==> src/rtl/key_entry_sequencer_pkg.sv <==
// key_entry_sequencer_pkg: shared state encoding, counter width and default timings for the keypad sequencer.
package key_entry_sequencer_pkg;
  typedef enum logic [2:0] {IDLE, PRE, SETUP, PRESS, GAP, WAIT_RES, DONE} state_t;
  localparam int CNT_W = 26;
  localparam int unsigned DEF_SETUP_CYC = 15_000_000;
  localparam int unsigned DEF_HOLD_CYC = 15_000_000;
  localparam int unsigned DEF_GAP_CYC = 5_000_000;
  localparam int unsigned DEF_TIMEOUT_CYC = 50_000_000;
  // A phase of p cycles loads p-1; zero is treated as a one-cycle phase.
  function automatic logic [CNT_W-1:0] load_val(input int unsigned p);
    return (p == 0) ? '0 : CNT_W'(p - 1);
  endfunction
endpackage

==> src/rtl/key_entry_sequencer_sync2.sv <==
// sync2: two-flop synchronizer for an asynchronous single-bit indicator.
module sync2 (
  input  logic clk,
  input  logic rst_n,
  input  logic d,
  output logic q
);
  logic meta;
  always_ff @(posedge clk or negedge rst_n)
    if (!rst_n) {q, meta} <= 2'b00;
    else {q, meta} <= {meta, d};
endmodule

==> src/rtl/key_entry_sequencer.sv <==
// key_entry_sequencer: presents a 4-digit code to a password lock via USERIN/KEY strobes and reports its verdict.
module key_entry_sequencer
  import key_entry_sequencer_pkg::*;
#(
  parameter int unsigned SETUP_CYC = DEF_SETUP_CYC,
  parameter int unsigned HOLD_CYC = DEF_HOLD_CYC,
  parameter int unsigned GAP_CYC = DEF_GAP_CYC,
  parameter int unsigned TIMEOUT_CYC = DEF_TIMEOUT_CYC
) (
  input  logic        clk_50,
  input  logic        rst,
  input  logic        start,
  input  logic [15:0] code,
  input  logic        LEDG,
  input  logic        LEDR,
  output logic [3:0]  USERIN,
  output logic [3:0]  KEY,
  output logic        busy,
  output logic        done,
  output logic        pass,
  output logic        fail,
  output logic        timeout
);
  state_t state;
  logic [CNT_W-1:0] cnt;
  logic [15:0] code_q;
  logic [1:0] idx, nidx;
  logic lg_s, lr_s, verdict;
  sync2 u_sync_g (.clk(clk_50), .rst_n(rst), .d(LEDG), .q(lg_s));
  sync2 u_sync_r (.clk(clk_50), .rst_n(rst), .d(LEDR), .q(lr_s));
  assign nidx = idx - 2'd1;
  assign verdict = lr_s || lg_s || cnt == '0;
  always_ff @(posedge clk_50 or negedge rst)
    if (!rst) begin
      state <= IDLE;
      cnt <= '0;
      code_q <= '0;
      idx <= '0;
      USERIN <= '0;
      KEY <= 4'hf;
      {busy, done, pass, fail, timeout} <= '0;
    end else begin
      done <= 1'b0;
      case (state)
        IDLE: if (start) begin
          code_q <= code;
          busy <= 1'b1;
          {pass, fail, timeout} <= '0;
          idx <= 2'd3;
          USERIN <= code[15:12];
          cnt <= load_val(SETUP_CYC);
          state <= PRE;
        end
        PRE: if (cnt == '0) begin
          USERIN <= code_q[15:12];
          cnt <= load_val(SETUP_CYC);
          state <= SETUP;
        end else cnt <= cnt - 1'b1;
        SETUP: if (cnt == '0) begin
          KEY <= ~(4'b0001 << idx);
          cnt <= load_val(HOLD_CYC);
          state <= PRESS;
        end else cnt <= cnt - 1'b1;
        PRESS: if (cnt == '0) begin
          KEY <= 4'hf;
          cnt <= load_val(GAP_CYC);
          state <= GAP;
        end else cnt <= cnt - 1'b1;
        GAP: if (cnt == '0) begin
          if (idx != 2'd0) begin
            idx <= nidx;
            USERIN <= code_q[{nidx, 2'b00} +: 4];
            cnt <= load_val(SETUP_CYC);
            state <= SETUP;
          end else begin
            cnt <= load_val(TIMEOUT_CYC);
            state <= WAIT_RES;
          end
        end else cnt <= cnt - 1'b1;
        WAIT_RES: if (verdict) begin
          // Reject wins over open when both indicators arrive together.
          fail <= lr_s;
          pass <= lg_s && !lr_s;
          timeout <= !lr_s && !lg_s;
          done <= 1'b1;
          busy <= 1'b0;
          cnt <= '0;
          state <= DONE;
        end else cnt <= cnt - 1'b1;
        default: begin
          cnt <= '0;
          state <= IDLE;
        end
      endcase
    end
endmodule
==> config.mk <==
export PLATFORM = sky130hd
export DESIGN_NAME = key_entry_sequencer
export DESIGN_NICKNAME = d
export VERILOG_FILES = /design/src/rtl/key_entry_sequencer_pkg.sv /design/src/rtl/key_entry_sequencer_sync2.sv /design/src/rtl/key_entry_sequencer.sv
export SDC_FILE = /design/constraint.sdc
export NUM_CORES = 1
export LEC_CHECK = 0
export ABC_AREA = 1
export ABC_CLOCK_PERIOD_IN_PS = 3800
export CAP_MARGIN = 20
export CELL_PAD_IN_SITES_DETAIL_PLACEMENT = 2
export CELL_PAD_IN_SITES_GLOBAL_PLACEMENT = 2
export CORE_MARGIN = 1.5
export CORE_UTILIZATION = 37
export DETAILED_ROUTE_END_ITERATION = 10
export PLACE_DENSITY_LB_ADDON = 0.3
export SLEW_MARGIN = 25
export SYNTH_ARGS = -nofsm -noshare
export SYNTH_HDL_FRONTEND = slang
export SYNTH_SLANG_ARGS = --single-unit
==> constraint.sdc <==
create_clock -name clk_50 -period 3.8 [get_ports clk_50]
set_input_delay 0.95 -clock clk_50 [delete_from_list [all_inputs] [get_ports clk_50]]
set_output_delay 0.95 -clock clk_50 [all_outputs]
set_load 0.05 [all_outputs]
==> flow_summary.ini <==
[run]
cap_violations = 0

[grt]
use_met1_pct = 26.4
grt_pass1_wl_um = 20100
track_usage_pct = 23.4
top_usage_layer = met2
grt-ovfl-total = 0
met2_usage_pct = 44.0
grt_max_degree = 65
met3_usage_pct = 4.30
grt_pass1_vias = 3954
antenna_found_initial = 0

[pwr]
peakVddDrop_v = 0.000187
p_int_mw = 1.18
total_leakage_power_nw = 2.09
p_total_mw = 1.70
pwr-share-comb_pct = 16.9
power_switching_uw = 522
seqPwrFrac_pct = 46.3
power_switching_share_pct = 30.7
p_per_area_nw_per_um2 = 378
pwr-share-clk_pct = 36.8

[place]
dp_hpwl_um = 8700
io_buffers = 33
post-place-cells = 658
placed_area_um2 = 4300
globalplace.congestion = 0.809

[synth]
synth.distinct_cells = 37
synth_top_family_by_area = simple AND/OR/NAND/NOR gates
synthAdderAreaFrac_pct = 1.95
synth_top_area_cell = dfrtp_1
synth_area_leaders = dfrtp_1 (39%), nand2_1 (14%), nand3_1 (5.2%), nor2_1 (4.7%), inv_1 (3.5%)
synth_xor_area_share_pct = 3.63
ys_ff_latch = 64
ys_warn_count = 0
synth_area_um2 = 3860
yosysTopAreaCellShare_pct = 38.9
avgSynthCellArea_um2 = 7.76
synth_fp_nets = 524
yosys.area_share.simple_pct = 33.5
syn-instance-count = 497
synth-seq-area-share_pct = 41.6
synthMuxAreaShare_pct = 4.67
synth_compound_area_share_pct = 8.59

[worst_setup_path]
slowest_stage = clkdlybuf4s50_1
path_max_fanout = 2
cp_data_required_time_ps = 2850
critPathTopFamily = buffers and inverters
cp-end-kind = output port
worst-endpoint-arrival_ps = 1710
crit_chain = clkdlybuf4s50_1
crit_type = register to output port
path_buf_inv = 1
reg2reg_slack_ps = 1520
start_kind = register
critPathMaxStageDelay_ps = 820

[cells_and_area]
final_cell_mix = nand2_1 (147), dfrtp_1 (60), nor2_1 (48), nand3_1 (40), inv_1 (36)
nNetsFinal = 560
fin_area_um2 = 4500
instances_no_fill = 674
final_common_cell = nand2_1
antenna_cells = 0
n_fill_cell = 1204
syn2layout_area_growth_pct = 16.7
drive_gt1_share_pct = 13.9

[clock_network]
cts_setup_buffers = 0
cts_sinks = 64
clk_pin_slew_ps = 70
clock_latency_ps = 360
cts_inserted_buffers = 9
cts-resized-gates = 0
cts_root_buf = clkbuf_8
cts_tree = yes
clock_path_buffers = 2
hold_buffers = 0
cts-htree-levels = 3

[detailed_routing]
ant_nets = 0
drt_first_pass_iters = 4
dr_total_vias = 3503
drt_wl_total_um = 11800
initialDrtViolationCount = 88
drt-vias-per-instance = 5.20
wl_per_cell_um = 17.6
post-route-drc-count = 0

[die]
io-pin-count = 34
coreArea_um2 = 10200
dieArea_um2 = 11100
start_util_pct = 37.7
die_y_um = 105
num_rows = 37
die_x_um = 105

[sta]
fmax_ghz = 0.376
setup_viol_count_final = 0
rsz0062_at_grt = false
fin_crit_ps = 2660
period_share_pct = 70.0
hold_viol_final = 0
maxSlewHeadroom_pct = 38.7
worstMarginPinSlew_ps = 917
finalClockSkew_ps = 12.1
drv_slew = 0
fin_setup_tns_ps = 0

[outcome]
status = complete, no violations

[hold_path]
min_path_type = register to register
[synth_stat cells]
master and count:
and3_1 1, nand4_1 4, mux2_2 12, clkbuf_1 2
nand3_4 1, o21ai_1 18, dfstp_2 4, buf_1 1
nand3b_1 2, nand4_2 1, mux2_1 4, inv_2 9
nor2_2 11, o21ai_2 1, o211ai_1 4, a21oi_2 1
nor3_1 4, ha_1 6, nand3_2 1, nand2_1 147
a21oi_1 13, xor2_1 13, dfrtp_1 60, o21ai_0 23
nor3_2 1, inv_1 36, nor2_1 48, nor2_4 8
nor2_8 2, buf_2 4, o22ai_1 1, buf_6 3
or2_0 1, nand2_2 6, o31ai_1 1, nand3_1 40
xnor2_1 3
[logic make-up (layout without fill, tap and decap cells)]
family	Yosys count	after routing
xor gates and xnor gates	16	16
AOI/OAI and AO/OA	62	62
and+or+nand+nor	278	278
adders and majority gates	6	6
muxes	16	16
buffers and inverters	55	96
DFF	64	64
[cell type report]
type,count,area [um^2],area share (%)
clock inverter,3,40.0,0.889
tap,136,170,3.78
sequential,64,1610,35.7
inverter,45,169,3.75
multi-input combinational,378,2020,44.8
timing repair buffer,35,340,7.56
clock buffer,13,159,3.53
[power by group through the flow]
stage                     registers, mW  logic [mW]  clock network, mW
after floorplan                   0.783       0.197                  0
after global placement            0.796       0.269                  0
after detailed placement          0.801       0.290                  0
after CTS                         0.788       0.294              0.643
after global routing              0.794       0.333              0.666
final                             0.787       0.287              0.626
[sequential cells by signal, indices dropped and copies added, names as in the netlist, 2 cells and up]
register,flops
cnt,26
code_q,16
KEY,4
USERIN,4
state,3
idx,2
[path summary, 6_finish.rpt]
| check | startpoint | to | cells after the start |
|---|---|---|---|
| max | KEY[1]$_DFFE_PN1P_ | KEY[1] | 1 |
| min | u_sync_r.meta$_DFF_PN0_ | u_sync_r.q$_DFF_PN0_ | 0 |
| max reg2reg | cnt[3]$_DFFE_PN0N_ | cnt[1]$_DFFE_PN0N_ | 10 |
| min reg2reg | u_sync_r.meta$_DFF_PN0_ | u_sync_r.q$_DFF_PN0_ | 0 |
| max in group asynchronous | rst | cnt[11]$_DFFE_PN0N_ | 2 |
| min in group asynchronous | rst | cnt[3]$_DFFE_PN0N_ | 2 |
[per-stage QoR]
step | worst slack (ps) | hold slack, ps | utilization, %
3_3_place_gp | 1030 | 332 | 42.1
3_5_place_dp | 954 | 346 | 42.1
4_1_cts | 1100 | 363 | 44.0
6_report | 1140 | 357 | 44.0
2_1_floorplan | 1960 | 331 | -
5_1_grt | 1080 | 372 | 44.0
[routing by layer]
metal | wire length (um) | part of all wire (%) | vias to the layer above
met3 | 237 | 2.0 | 14
met5 | 0 | 0 | -
li1 | - | - | 1671
met2 | 6470 | 55 | 37
met4 | 187 | 1.6 | 0
met1 | 4950 | 42 | 1781
Note: power is estimated with default switching activity, not from simulation.
